`config.mk`:
```
export PLATFORM = sky130hd
export DESIGN_NAME = display_scan_controller
export DESIGN_NICKNAME = d
export VERILOG_FILES = /design/src/rtl/display_ctrl_pkg.sv /design/src/rtl/display_scan_controller_prescaler.sv /design/src/rtl/display_scan_controller.sv
export SDC_FILE = /design/constraint.sdc
export NUM_CORES = 1
export LEC_CHECK = 0
export BUFFER_PORTS_ARGS = -buffer_cell sky130_fd_sc_hd__buf_2
export CORE_MARGIN = 2
export CORE_UTILIZATION = 55
export DETAILED_ROUTE_END_ITERATION = 16
export HOLD_SLACK_MARGIN = 0.02
export PLACE_DENSITY = 0.73
export SLEW_MARGIN = 20
export SYNTH_ARGS = -nofsm -noshare
export SYNTH_HDL_FRONTEND = slang
export SYNTH_SLANG_ARGS = --single-unit
```
`constraint.sdc`:
```
create_clock -name clk -period 7.4 [get_ports clk]
set_input_delay 1.48 -clock clk [delete_from_list [all_inputs] [get_ports clk]]
set_output_delay 1.48 -clock clk [all_outputs]
set_load 0.005 [all_outputs]
```
`src/rtl/display_ctrl_pkg.sv`:
```
// ============================================================================
// Module   : display_ctrl_pkg
// Purpose  : Shared state encoding, message codes and switch classification
//            for the front-panel display scan controller.
// Revision : 1.0 - initial release
// ============================================================================
`default_nettype none

package display_ctrl_pkg;

    typedef enum logic [1:0] {
        ST_IDLE  = 2'd0,
        ST_BLANK = 2'd1,
        ST_SHOW  = 2'd2,
        ST_ERROR = 2'd3
    } state_t;

    localparam logic [3:0] MSG_NONE   = 4'd0;
    localparam logic [3:0] MSG_ERR    = 4'd15;
    localparam int         NUM_DIGITS = 4;

    // No switch -> none, exactly one switch -> its index + 1, otherwise error.
    function automatic logic [3:0] classify_sel(input logic [7:0] pat);
        logic [3:0] ones;
        logic [3:0] idx;
        ones = 4'd0;
        idx  = MSG_NONE;
        for (int i = 0; i < 8; i++) begin
            if (pat[i]) begin
                ones = ones + 4'd1;
                idx  = 4'(i + 1);
            end
        end
        if (ones == 4'd0) begin
            return MSG_NONE;
        end else if (ones == 4'd1) begin
            return idx;
        end else begin
            return MSG_ERR;
        end
    endfunction

    function automatic state_t msg_state(input logic [3:0] msg);
        if (msg == MSG_NONE) begin
            return ST_IDLE;
        end else if (msg == MSG_ERR) begin
            return ST_ERROR;
        end else begin
            return ST_SHOW;
        end
    endfunction

endpackage

`default_nettype wire

```
`src/rtl/display_scan_controller_prescaler.sv`:
```
// ============================================================================
// Module   : scan_prescaler
// Purpose  : Free-running divider producing a one-cycle tick every SCAN_DIV
//            clocks; the first tick is consumed SCAN_DIV edges after reset.
// Revision : 1.0 - initial release
// ============================================================================
`default_nettype none

module scan_prescaler #(
    parameter int SCAN_DIV = 50000
) (
    input  logic clk,
    input  logic rst_n,
    output logic tick
);

    localparam int CNT_W = (SCAN_DIV > 2) ? $clog2(SCAN_DIV) : 1;
    localparam logic [CNT_W-1:0] C_LAST = CNT_W'(SCAN_DIV - 1);

    logic [CNT_W-1:0] r_cnt;

    always_ff @(posedge clk or negedge rst_n) begin
        if (!rst_n) begin
            r_cnt <= '0;
        end else if (r_cnt == C_LAST) begin
            r_cnt <= '0;
        end else begin
            r_cnt <= r_cnt + 1'b1;
        end
    end

    assign tick = (r_cnt == C_LAST);

endmodule

`default_nettype wire

```
`src/rtl/display_scan_controller.sv`:
```
// ============================================================================
// Module   : display_scan_controller
// Purpose  : Scans the four-digit panel display and arbitrates the eight
//            selection switches into one debounced message ID.
//            Optional macro DISPLAY_ERR_BLINK_EN blinks the error message in
//            alternate 16-tick windows.
// Revision : 1.0 - initial release
// ============================================================================
`default_nettype none

module display_scan_controller
    import display_ctrl_pkg::*;
#(
    parameter int SCAN_DIV     = 50000,
    parameter int STABLE_TICKS = 3
) (
    input  logic                          clk,
    input  logic                          rst_n,
    input  logic [7:0]                    sel_in,
    output logic [$clog2(NUM_DIGITS)-1:0] scan_cnt,
    output logic [NUM_DIGITS-1:0]         digit_en_n,
    output logic [3:0]                    msg_id,
    output logic                          msg_valid,
    output logic                          err
);

    localparam int                    SCAN_W    = $clog2(NUM_DIGITS);
    localparam logic [3:0]            C_STABLE  = 4'(STABLE_TICKS);
    localparam logic [NUM_DIGITS-1:0] C_DIGIT0  = {{(NUM_DIGITS-1){1'b0}}, 1'b1};
    localparam logic [NUM_DIGITS-1:0] C_ALL_OFF = '1;

    logic [7:0]        r_sync1;
    logic [7:0]        r_sync2;
    logic [7:0]        r_prev_pat;
    logic [7:0]        r_committed;
    logic [3:0]        r_stable;
    state_t            r_state;

    logic              w_tick;
    logic [3:0]        w_stable_nx;
    logic              w_commit;
    logic [3:0]        w_cls;
    logic              w_msg_change;
    logic [3:0]        w_msg_nx;
    state_t            w_state_nx;
    logic [SCAN_W-1:0] w_scan_nx;
    logic              w_lit;
    logic              w_dark;

    scan_prescaler #(
        .SCAN_DIV (SCAN_DIV)
    ) u_prescaler (
        .clk   (clk),
        .rst_n (rst_n),
        .tick  (w_tick)
    );

    // Switches are asynchronous to clk.
    always_ff @(posedge clk or negedge rst_n) begin
        if (!rst_n) begin
            r_sync1 <= '0;
            r_sync2 <= '0;
        end else begin
            r_sync1 <= sel_in;
            r_sync2 <= r_sync1;
        end
    end

    always_comb begin
        w_stable_nx = 4'd1;
        if (r_sync2 == r_prev_pat) begin
            w_stable_nx = (r_stable >= C_STABLE) ? C_STABLE : r_stable + 4'd1;
        end
        w_commit     = (w_stable_nx == C_STABLE) && (r_sync2 != r_committed);
        w_cls        = classify_sel(r_sync2);
        // Two different multi-switch patterns both map to the error code and
        // must not re-blank the display.
        w_msg_change = w_commit && (w_cls != msg_id);
        w_msg_nx     = w_msg_change ? w_cls : msg_id;

        w_state_nx = r_state;
        if (w_msg_change) begin
            w_state_nx = ST_BLANK;
        end else if (r_state == ST_BLANK) begin
            w_state_nx = msg_state(msg_id);
        end

        w_scan_nx = scan_cnt + 1'b1;
        w_lit     = (w_state_nx == ST_SHOW) || (w_state_nx == ST_ERROR);
    end

`ifdef DISPLAY_ERR_BLINK_EN
    logic [4:0] r_blink;
    logic [4:0] w_blink_nx;

    always_comb begin
        w_blink_nx = 5'd0;
        if ((r_state == ST_ERROR) && (w_state_nx == ST_ERROR)) begin
            w_blink_nx = r_blink + 5'd1;
        end
    end

    always_ff @(posedge clk or negedge rst_n) begin
        if (!rst_n) begin
            r_blink <= 5'd0;
        end else if (w_tick) begin
            r_blink <= w_blink_nx;
        end
    end

    // The first 16 ticks of every 32-tick window in ERROR are dark.
    assign w_dark = (w_state_nx == ST_ERROR) && !w_blink_nx[4];
`else
    assign w_dark = 1'b0;
`endif

    always_ff @(posedge clk or negedge rst_n) begin
        if (!rst_n) begin
            r_prev_pat  <= '0;
            r_committed <= '0;
            r_stable    <= 4'd0;
            r_state     <= ST_IDLE;
            scan_cnt    <= '0;
            digit_en_n  <= C_ALL_OFF;
            msg_id      <= MSG_NONE;
            msg_valid   <= 1'b0;
            err         <= 1'b0;
        end else if (w_tick) begin
            r_prev_pat <= r_sync2;
            r_stable   <= w_stable_nx;
            if (w_commit) begin
                r_committed <= r_sync2;
            end
            r_state    <= w_state_nx;
            scan_cnt   <= w_scan_nx;
            msg_id     <= w_msg_nx;
            msg_valid  <= (w_state_nx == ST_SHOW);
            err        <= (w_state_nx == ST_ERROR);
            digit_en_n <= (w_lit && !w_dark) ? ~(C_DIGIT0 << w_scan_nx) : C_ALL_OFF;
        end
    end

endmodule

`default_nettype wire

```
==> tab_implementation.tex, run 1 <==
\begin{tabular}{lr}
\hline
Metric & Value \\
\hline
\multicolumn{2}{l}{\textbf{Status}} \\
\quad Run status & finished, final reports clean \\
\multicolumn{2}{l}{\textbf{Timing}} \\
\quad Tightest Pin Transition & about 720 ps \\
\quad Total of endpoints with negative setup slack in the final report & 0 \\
\quad RSZ-0062 raised after global routing & false \\
\quad Number of hold-slack violations in the final timing report & 0 \\
\quad Worst clock skew & about 13 ps \\
\quad Final worst path period need & $\sim$6000 ps \\
\quad Fin crit share & 0.8100 \\
\quad Achievable frequency & between 150 and 200 MHz \\
\quad Worst max-slew margin expressed relative to the limit & 0.5186 \\
\quad Total count of max-transition violations in the final report & 0 \\
\quad Fin Setup TNS & 0 ps \\
\quad Worst hold margin & around 350 ps \\
\multicolumn{2}{l}{\textbf{Clock network}} \\
\quad Resize count post-CTS & 0 \\
\quad Maximum number of buffers from clock root to sink & 2 \\
\quad Buffer cell driving the clock tree root & sky130\_fd\_sc\_hd\_\_clkbuf\_8 \\
\quad CTS tree & done \\
\quad Clock-pin slew on the worst setup and hold paths & around 80 ps \\
\quad Post-CTS setup buffer count & 0 \\
\quad Level count of the clock H-tree & 3 \\
\quad Source-to-sink clock delay at the later pin of the worst-skew pair & 350 ps \\
\quad Number of buffers added by the clock tree synthesis step & 9 \\
\quad CTS Hold Buffers Added & 0 \\
\quad TritonCTS sink count & 66 \\
\multicolumn{2}{l}{\textbf{Run}} \\
\quad Max-cap violations & 0 \\
\multicolumn{2}{l}{\textbf{Layout}} \\
\quad Final core utilization & 0.6303 \\
\quad Proportion of layout cells with a drive suffix above 1 & 0.1542 \\
\quad Post-route cell area & 4003 sq um \\
\quad Most common library cell in the layout ignoring fill and taps & sky130\_fd\_sc\_hd\_\_dfrtp\_1 \\
\quad Total number of nets in the final design & a little over 400 \\
\quad Leading cell types in the layout, fill and taps excluded & 62 x sky130\_fd\_sc\_hd\_\_dfrtp\_1, 51 x sky130\_fd\_sc\_hd\_\_nand2\_1, 24 x sky130\_fd\_sc\_hd\_\_xnor2\_1, 24 x sky130\_fd\_sc\_hd\_\_o21ai\_0, 23 x sky130\_fd\_sc\_hd\_\_nor2\_1 \\
\quad Reg area & roughly 1700 sq um \\
\quad Area used by multi-input combinational logic & about 1900 sq um \\
\quad Synthesis-to-finish area growth & 10.46\% \\
\quad Inserted Diodes & 0 \\
\quad Layout filler cell count & roughly 520 \\
\multicolumn{2}{l}{\textbf{Route}} \\
\quad Via Count & between 2k and 3k \\
\quad ANT nets after route & 0 \\
\quad Iteration count of the initial detailed-routing pass & 6 \\
\quad DRC & 0 \\
\quad Vias per cell & between 5 and 6 \\
\quad Wire per inst & between 10 and 15 um \\
\quad Post-detailed-routing wire length & roughly 6800 um \\
\quad Number of DRC markers after the initial detailed-route iteration & 180 \\
\multicolumn{2}{l}{\textbf{Setup path}} \\
\quad Sort of element at the start of the critical path & flip-flop \\
\quad Worst path most repeated cell & sky130\_fd\_sc\_hd\_\_ha\_1 \\
\quad Data required, critical path & roughly 7700 ps \\
\quad Worst path bufs/invs & 1 \\
\quad Library cell contributing the largest single delay on the critical path & sky130\_fd\_sc\_hd\_\_a222oi\_1 \\
\quad Kind of critical path & reg2reg \\
\quad Largest fanout on the critical path & 7 \\
\quad Kind of end point of the critical path & flip-flop \\
\quad Maximum single-stage delay on the critical path & 640 ps \\
\quad Worst EP arrival & 6280 ps \\
\quad Cells along the critical path & inv\_1 > ha\_1 > xor2\_2 > ha\_1 > nor2b\_1 > a31oi\_1 > ha\_1 > a21o\_1 > ha\_1 > nor2b\_1 > nor2\_1 > ha\_1 > nand2\_1 > nand2\_1 > ha\_1 > xnor3\_1 > nand2\_1 > a32oi\_1 > nand4\_1 > a21o\_1 > a222oi\_1 > o221a\_2 > a22o\_1 \\
\quad Crit path max-delay family & compound AO/OA/AOI/OAI gates \\
\multicolumn{2}{l}{\textbf{Logic synthesis}} \\
\quad Number of enable flip-flop cells after synthesis & 0 \\
\quad Main flop type after synthesis & sky130\_fd\_sc\_hd\_\_dfrtp\_1 \\
\quad Part of the Yosys area used for sequential elements & 0.4572 \\
\quad Proportion of register bits with asynchronous set or reset after synthesis & 1.000 \\
\quad Post-synth design cell area & roughly 3600 sq um \\
\quad Post-Syn Instances & around 360 \\
\quad Net Count, Synth & 387 \\
\quad Unique masters post-synth & 66 \\
\quad Post-Synthesis Mean Instance Area & approximately 10 sq um \\
\quad Number of register bits inferred by synthesis & 66 \\
\quad Count of synthesis-stage warnings from yosys & 0 \\
\multicolumn{2}{l}{\textbf{Global routing}} \\
\quad Pin count of the biggest net entering global routing & 45 \\
\quad All-layer global routing usage & 0.2038 \\
\quad Number of antenna violations at the first check in global routing & 0 \\
\quad Grt total ovfl & 0 \\
\quad Vias in the first global route & approximately 2.4k \\
\quad Wire length of the first global-routing pass & 11610 um \\
\multicolumn{2}{l}{\textbf{Floorplan}} \\
\quad I/O pin total & 22 \\
\quad Vertical die dimension & about 85 um \\
\quad Chip width & between 80 and 90 um \\
\quad Site Rows & 29 \\
\quad Die area & roughly 7300 sq um \\
\quad Initial cell density of the core & 0.5706 \\
\quad Core outline area & roughly 6300 sq um \\
\multicolumn{2}{l}{\textbf{Power and ir drop}} \\
\quad Maximum VDD drop & between 0.1 and 0.15 mV \\
\quad Power per cell area & 221.4 nW/um\^{}2 \\
\quad Leak & $\sim$0.0018 uW \\
\multicolumn{2}{l}{\textbf{Placed design}} \\
\quad Buffers on Ports & 21 \\
\quad DP HPWL & between 4000 and 5000 um \\
\quad Total cell area at the placement stage & 3780 sq um \\
\quad Routability cong. & $\sim$0.79 \\
\multicolumn{2}{l}{\textbf{Worst hold path}} \\
\quad Hold Crit Class & reg2reg \\
\hline
\end{tabular}
==> kinds of logic (layout without fill, tap and decap cells) <==
family	Yosys count	after routing	synth area share
AOI/OAI and AO/OA	67	67	0.1250
xor gates and xnor gates	45	45	0.1260
adders and majority gates	14	14	0.04834
buffers and inverters	25	51	0.03073
DFF	66	66	0.4572
muxes	7	7	0.02072
and+or+nand+nor	139	139	0.1920
==> flip-flops by register name, indices dropped and copies added, names as in the netlist, 2 cells and up <==
signal,flops
u_prescaler.r_cnt,16
r_committed,8
r_prev_pat,8
r_sync1,8
r_sync2,8
digit_en_n,4
msg_id,4
r_stable,4
r_state,2
scan_cnt,2
==> metrics by stage <==
step	std cells	worst slack, ps	power [uW]
finish	466	1406	886.4
global route	466	990.6	929.2
CTS	466	1433	892.8
detailed placement	450	1450	547.6
global placement	450	1701	543.1
floorplan	363	2083	513.1
==> synthesized netlist by cell type (6+ instances only) <==
cell type | instances | area (sq um)
sky130_fd_sc_hd__a21oi_1 | 10 | 50.05
sky130_fd_sc_hd__clkbuf_1 | 6 | 22.52
sky130_fd_sc_hd__dfrtp_1 | 62 | 1551
sky130_fd_sc_hd__ha_1 | 14 | 175.2
sky130_fd_sc_hd__inv_1 | 12 | 45.04
sky130_fd_sc_hd__nand2_1 | 51 | 191.4
sky130_fd_sc_hd__nand3_1 | 16 | 80.08
sky130_fd_sc_hd__nand4_1 | 11 | 68.82
sky130_fd_sc_hd__nor2_1 | 23 | 86.33
sky130_fd_sc_hd__o21ai_0 | 24 | 120.1
sky130_fd_sc_hd__xnor2_1 | 24 | 210.2
sky130_fd_sc_hd__xor2_1 | 16 | 140.1
==> cell type report <==
type	count	share of cell area
clock buffer	9	0.03095
clock inverter	7	0.02470
timing repair buffer	23	0.03001
sequential	66	0.4139
tap	77	0.02407
multi-input combinational	272	0.4651
inverter	12	0.01125
==> per-layer routing <==
metal | vias up | global-route usage | wire (um)
li1 | 1315 | - | -
met1 | 1270 | 0.3009 | 3331
met2 | 47 | 0.3018 | 3101
met3 | 7 | 0.04961 | 282
met4 | 0 | 0.05628 | 78
met5 | - | 0 | 0
==> report_power, final <==
group | internal, uW | switching [uW]
registers | 365 | 9.42
logic | 73.9 | 95.0
clock network | 193 | 151
total | 631 | 255
==> worst paths after layout <==
kind,from,end,slack [ps],cells after the start
worst max-delay path,r_sync2[1],msg_valid,1410,23
worst min-delay path,r_sync1[5],r_sync2[5],350,0
worst max register to register,r_sync2[1],msg_valid,1410,23
worst min register to register,r_sync1[5],r_sync2[5],350,0
max in group asynchronous,rst_n,u_prescaler.r_cnt[0],5370,2
min in group asynchronous,rst_n,r_sync2[7],1090,1
(Power assumes the default switching activity.)
==> run 2: changes to the inputs <==
clock period = 6 ns   (was 7.4 ns; I/O delays follow)
==> tab_implementation.tex, run 2 (synthesis gave the netlist of run 1 again) <==
\begin{tabular}{lr}
\hline
Metric & Value \\
\hline
\multicolumn{2}{l}{\textbf{Layout}} \\
\quad Number of cells in the finished layout apart from fillers & 467 (+0.21\%) \\
\quad Synthesis-to-finish area growth & 10.95\% \\
\quad Proportion of layout cells with a drive suffix above 1 & 0.1615 (+0.007297) \\
\quad Register with the most flip-flops & u\_prescaler.r\_cnt \\
\quad Inserted Diodes & 0 (unchanged) \\
\quad Most common library cell in the layout ignoring fill and taps & sky130\_fd\_sc\_hd\_\_dfrtp\_1 \\
\quad Post-route cell area & 4020 sq um (+0.44\%) \\
\quad Number of flip-flops in the largest register & 16 (unchanged) \\
\quad Leading cell types in the layout, fill and taps excluded & 62 x sky130\_fd\_sc\_hd\_\_dfrtp\_1, 51 x sky130\_fd\_sc\_hd\_\_nand2\_1, 24 x sky130\_fd\_sc\_hd\_\_xnor2\_1, 24 x sky130\_fd\_sc\_hd\_\_o21ai\_0, 23 x sky130\_fd\_sc\_hd\_\_nor2\_1 \\
\quad Total number of nets in the final design & 409 (+0.25\%) \\
\quad Layout filler cell count & 531 (+1.7\%) \\
\multicolumn{2}{l}{\textbf{Timing}} \\
\quad Number of hold-slack violations in the final timing report & 0 (unchanged) \\
\quad Total count of max-transition violations in the final report & 0 (unchanged) \\
\quad Final worst path period need & 5625 ps (-369.1 ps) \\
\quad Achievable frequency & 177.8 MHz (+6.6\%) \\
\quad Worst clock skew & 12.85 ps (-0.3343 ps) \\
\quad Worst max-slew margin expressed relative to the limit & 0.4582 (-0.06040) \\
\quad RSZ-0062 raised after global routing & false \\
\quad Total of endpoints with negative setup slack in the final report & 0 (unchanged) \\
\quad Fin Setup TNS & 0 ps (unchanged) \\
\quad Worst hold margin & 345.8 ps (-5.311 ps) \\
\quad Fin crit share & 0.9375 (+0.1275) \\
\quad Tightest Pin Transition & 812.8 ps (+90.60 ps) \\
\multicolumn{2}{l}{\textbf{Global routing}} \\
\quad Number of antenna violations at the first check in global routing & 0 (unchanged) \\
\quad All-layer global routing usage & 0.2084 (+0.004637) \\
\quad Pin count of the biggest net entering global routing & 67 (+49\%) \\
\quad Vias in the first global route & 2625 (+7.9\%) \\
\quad Grt total ovfl & 0 (unchanged) \\
\quad Wire length of the first global-routing pass & 12080 um (+4.0\%) \\
\multicolumn{2}{l}{\textbf{Clock network}} \\
\quad CTS Hold Buffers Added & 0 (unchanged) \\
\quad Clock-pin slew on the worst setup and hold paths & 80 ps (about the same) \\
\quad Level count of the clock H-tree & 3 (unchanged) \\
\quad CTS tree & done \\
\quad Number of buffers added by the clock tree synthesis step & 9 (unchanged) \\
\quad Post-CTS setup buffer count & 0 (unchanged) \\
\quad Resize count post-CTS & 0 (unchanged) \\
\quad TritonCTS sink count & 66 (unchanged) \\
\quad Source-to-sink clock delay at the later pin of the worst-skew pair & 350 ps (about the same) \\
\quad Maximum number of buffers from clock root to sink & 2 (unchanged) \\
\quad Buffer cell driving the clock tree root & sky130\_fd\_sc\_hd\_\_clkbuf\_8 \\
\multicolumn{2}{l}{\textbf{Setup path}} \\
\quad Cells along the critical path & inv\_1 > ha\_4 > xor2\_4 > ha\_1 > nor2b\_1 > a31oi\_1 > ha\_1 > a21o\_1 > ha\_1 > nor2b\_1 > nor2\_1 > ha\_1 > nand2\_1 > nand2\_1 > ha\_1 > xnor3\_1 > nand2\_1 > a32oi\_2 > nand4\_1 > a21o\_1 > a222oi\_1 > buf\_4 > nor2\_1 > mux2\_1 \\
\quad Sort of element at the start of the critical path & flip-flop \\
\quad Worst path most repeated cell & sky130\_fd\_sc\_hd\_\_ha\_1 \\
\quad Library cell contributing the largest single delay on the critical path & sky130\_fd\_sc\_hd\_\_dfrtp\_1 \\
\quad Kind of critical path & reg2reg \\
\quad Data required, critical path & 6230 ps (-1460 ps) \\
\quad Kind of end point of the critical path & flip-flop \\
\quad Worst EP arrival & 5860 ps (-420 ps) \\
\quad Largest fanout on the critical path & 7 (unchanged) \\
\quad Maximum single-stage delay on the critical path & 450 ps (-190 ps) \\
\multicolumn{2}{l}{\textbf{Route}} \\
\quad Post-detailed-routing wire length & 6900 um (+1.6\%) \\
\quad ANT nets after route & 0 (unchanged) \\
\quad Wire per inst & 14.78 um (+1.3\%) \\
\quad Iteration count of the initial detailed-routing pass & 4 (-2) \\
\quad DRC & 0 (unchanged) \\
\quad Via Count & 2686 (+1.8\%) \\
\quad Vias per cell & 5.752 (+1.6\%) \\
\quad Number of DRC markers after the initial detailed-route iteration & 168 (-6.7\%) \\
\multicolumn{2}{l}{\textbf{Worst hold path}} \\
\quad Hold Crit Class & reg2reg \\
\multicolumn{2}{l}{\textbf{Floorplan}} \\
\quad Core outline area & 6350 sq um (unchanged) \\
\quad Site Rows & 29 (unchanged) \\
\quad Initial cell density of the core & 0.5706 (unchanged) \\
\quad Die area & 7253 sq um (unchanged) \\
\quad Vertical die dimension & 85.17 um (unchanged) \\
\quad I/O pin total & 22 (unchanged) \\
\quad Chip width & 85.17 um (unchanged) \\
\multicolumn{2}{l}{\textbf{Placed design}} \\
\quad Number of placed cells counting well taps & 451 (+0.22\%) \\
\quad Total cell area at the placement stage & 3787 sq um (+0.20\%) \\
\quad DP HPWL & 4733 um (+1.4\%) \\
\quad Buffers on Ports & 21 (unchanged) \\
\quad Routability cong. & 0.7706 (-2.8\%) \\
\multicolumn{2}{l}{\textbf{Power and ir drop}} \\
\quad Total power & 1064 uW (+20\%) \\
\quad Maximum VDD drop & 0.1441 mV (+4.8\%) \\
\quad Leak & 0.001840 uW (+0.18\%) \\
\quad Power per cell area & 264.7 nW/um\^{}2 (+20\%) \\
\multicolumn{2}{l}{\textbf{Status}} \\
\quad Run status & finished, final reports clean \\
\multicolumn{2}{l}{\textbf{Run}} \\
\quad Max-cap violations & 0 (unchanged) \\
\hline
\end{tabular}
[run 2: cell count changes in the layout (fill, tap and decap cells not counted), sizes merged]
cell and delta:
clkinvlp -1, bufinv -1, buf +1, inv -1, clkinv +3
[run 2: critical path: cells and delay by family, from the launching register on]
family	cells	cell delay, ps
muxes	1	320
and+or+nand+nor	8	940
DFF	1	450
buffers and inverters	2	330
xor gates and xnor gates	2	630
adders and majority gates	6	1770
AOI/OAI and AO/OA	5	1060
[run 2: cell type report]
class	count	area [sq um]	area share
timing repair buffer	24	127.6	0.03175
sequential	66	1657	0.4121
clock buffer	9	123.9	0.03081
clock inverter	7	77.57	0.01930
tap	77	96.34	0.02397
inverter	12	45.04	0.01120
multi-input combinational	272	1893	0.4709
[run 2: metal layers]
| layer | wire (um) | up-vias | share of wire | track usage |
|---|---|---|---|---|
| met2 | 3213 | 49 | 0.47 | 0.3295 |
| met3 | 254 | 15 | 0.037 | 0.05058 |
| li1 | - | 1321 | - | - |
| met1 | 3316 | 1301 | 0.48 | 0.2814 |
| met5 | 0 | - | 0 | 0 |
| met4 | 115 | 0 | 0.017 | 0.07504 |
[run 2: final timing paths]
check                           startpoint        endpoint  slack (ps)  depth (start not counted)
worst min register to register  r_sync1[4]      r_sync2[4]         350                          0
worst max register to register  r_sync2[1]       msg_id[3]         380                         24
worst min-delay path            r_sync1[4]      r_sync2[4]         350                          0
max in group asynchronous            rst_n  r_committed[0]        4440                          2
min in group asynchronous            rst_n      r_sync1[7]        1010                          2
worst max-delay path            r_sync2[1]       msg_id[3]         380                         24
[run 2: power by group]
group / leakage, uW / switching, uW / internal (uW)
Combinational: 0.000878 / 122 / 94.9
Clock: 0.000105 / 190 / 196
Sequential: 0.000856 / 11.8 / 450
[run 2: metrics by stage]
stage,setup slack (ps),util
global route,24.92,0.6331
finish,375.1,0.6331
global placement,525.6,0.5965
CTS,202.9,0.6282
floorplan,683.0,-
detailed placement,243.1,0.5965
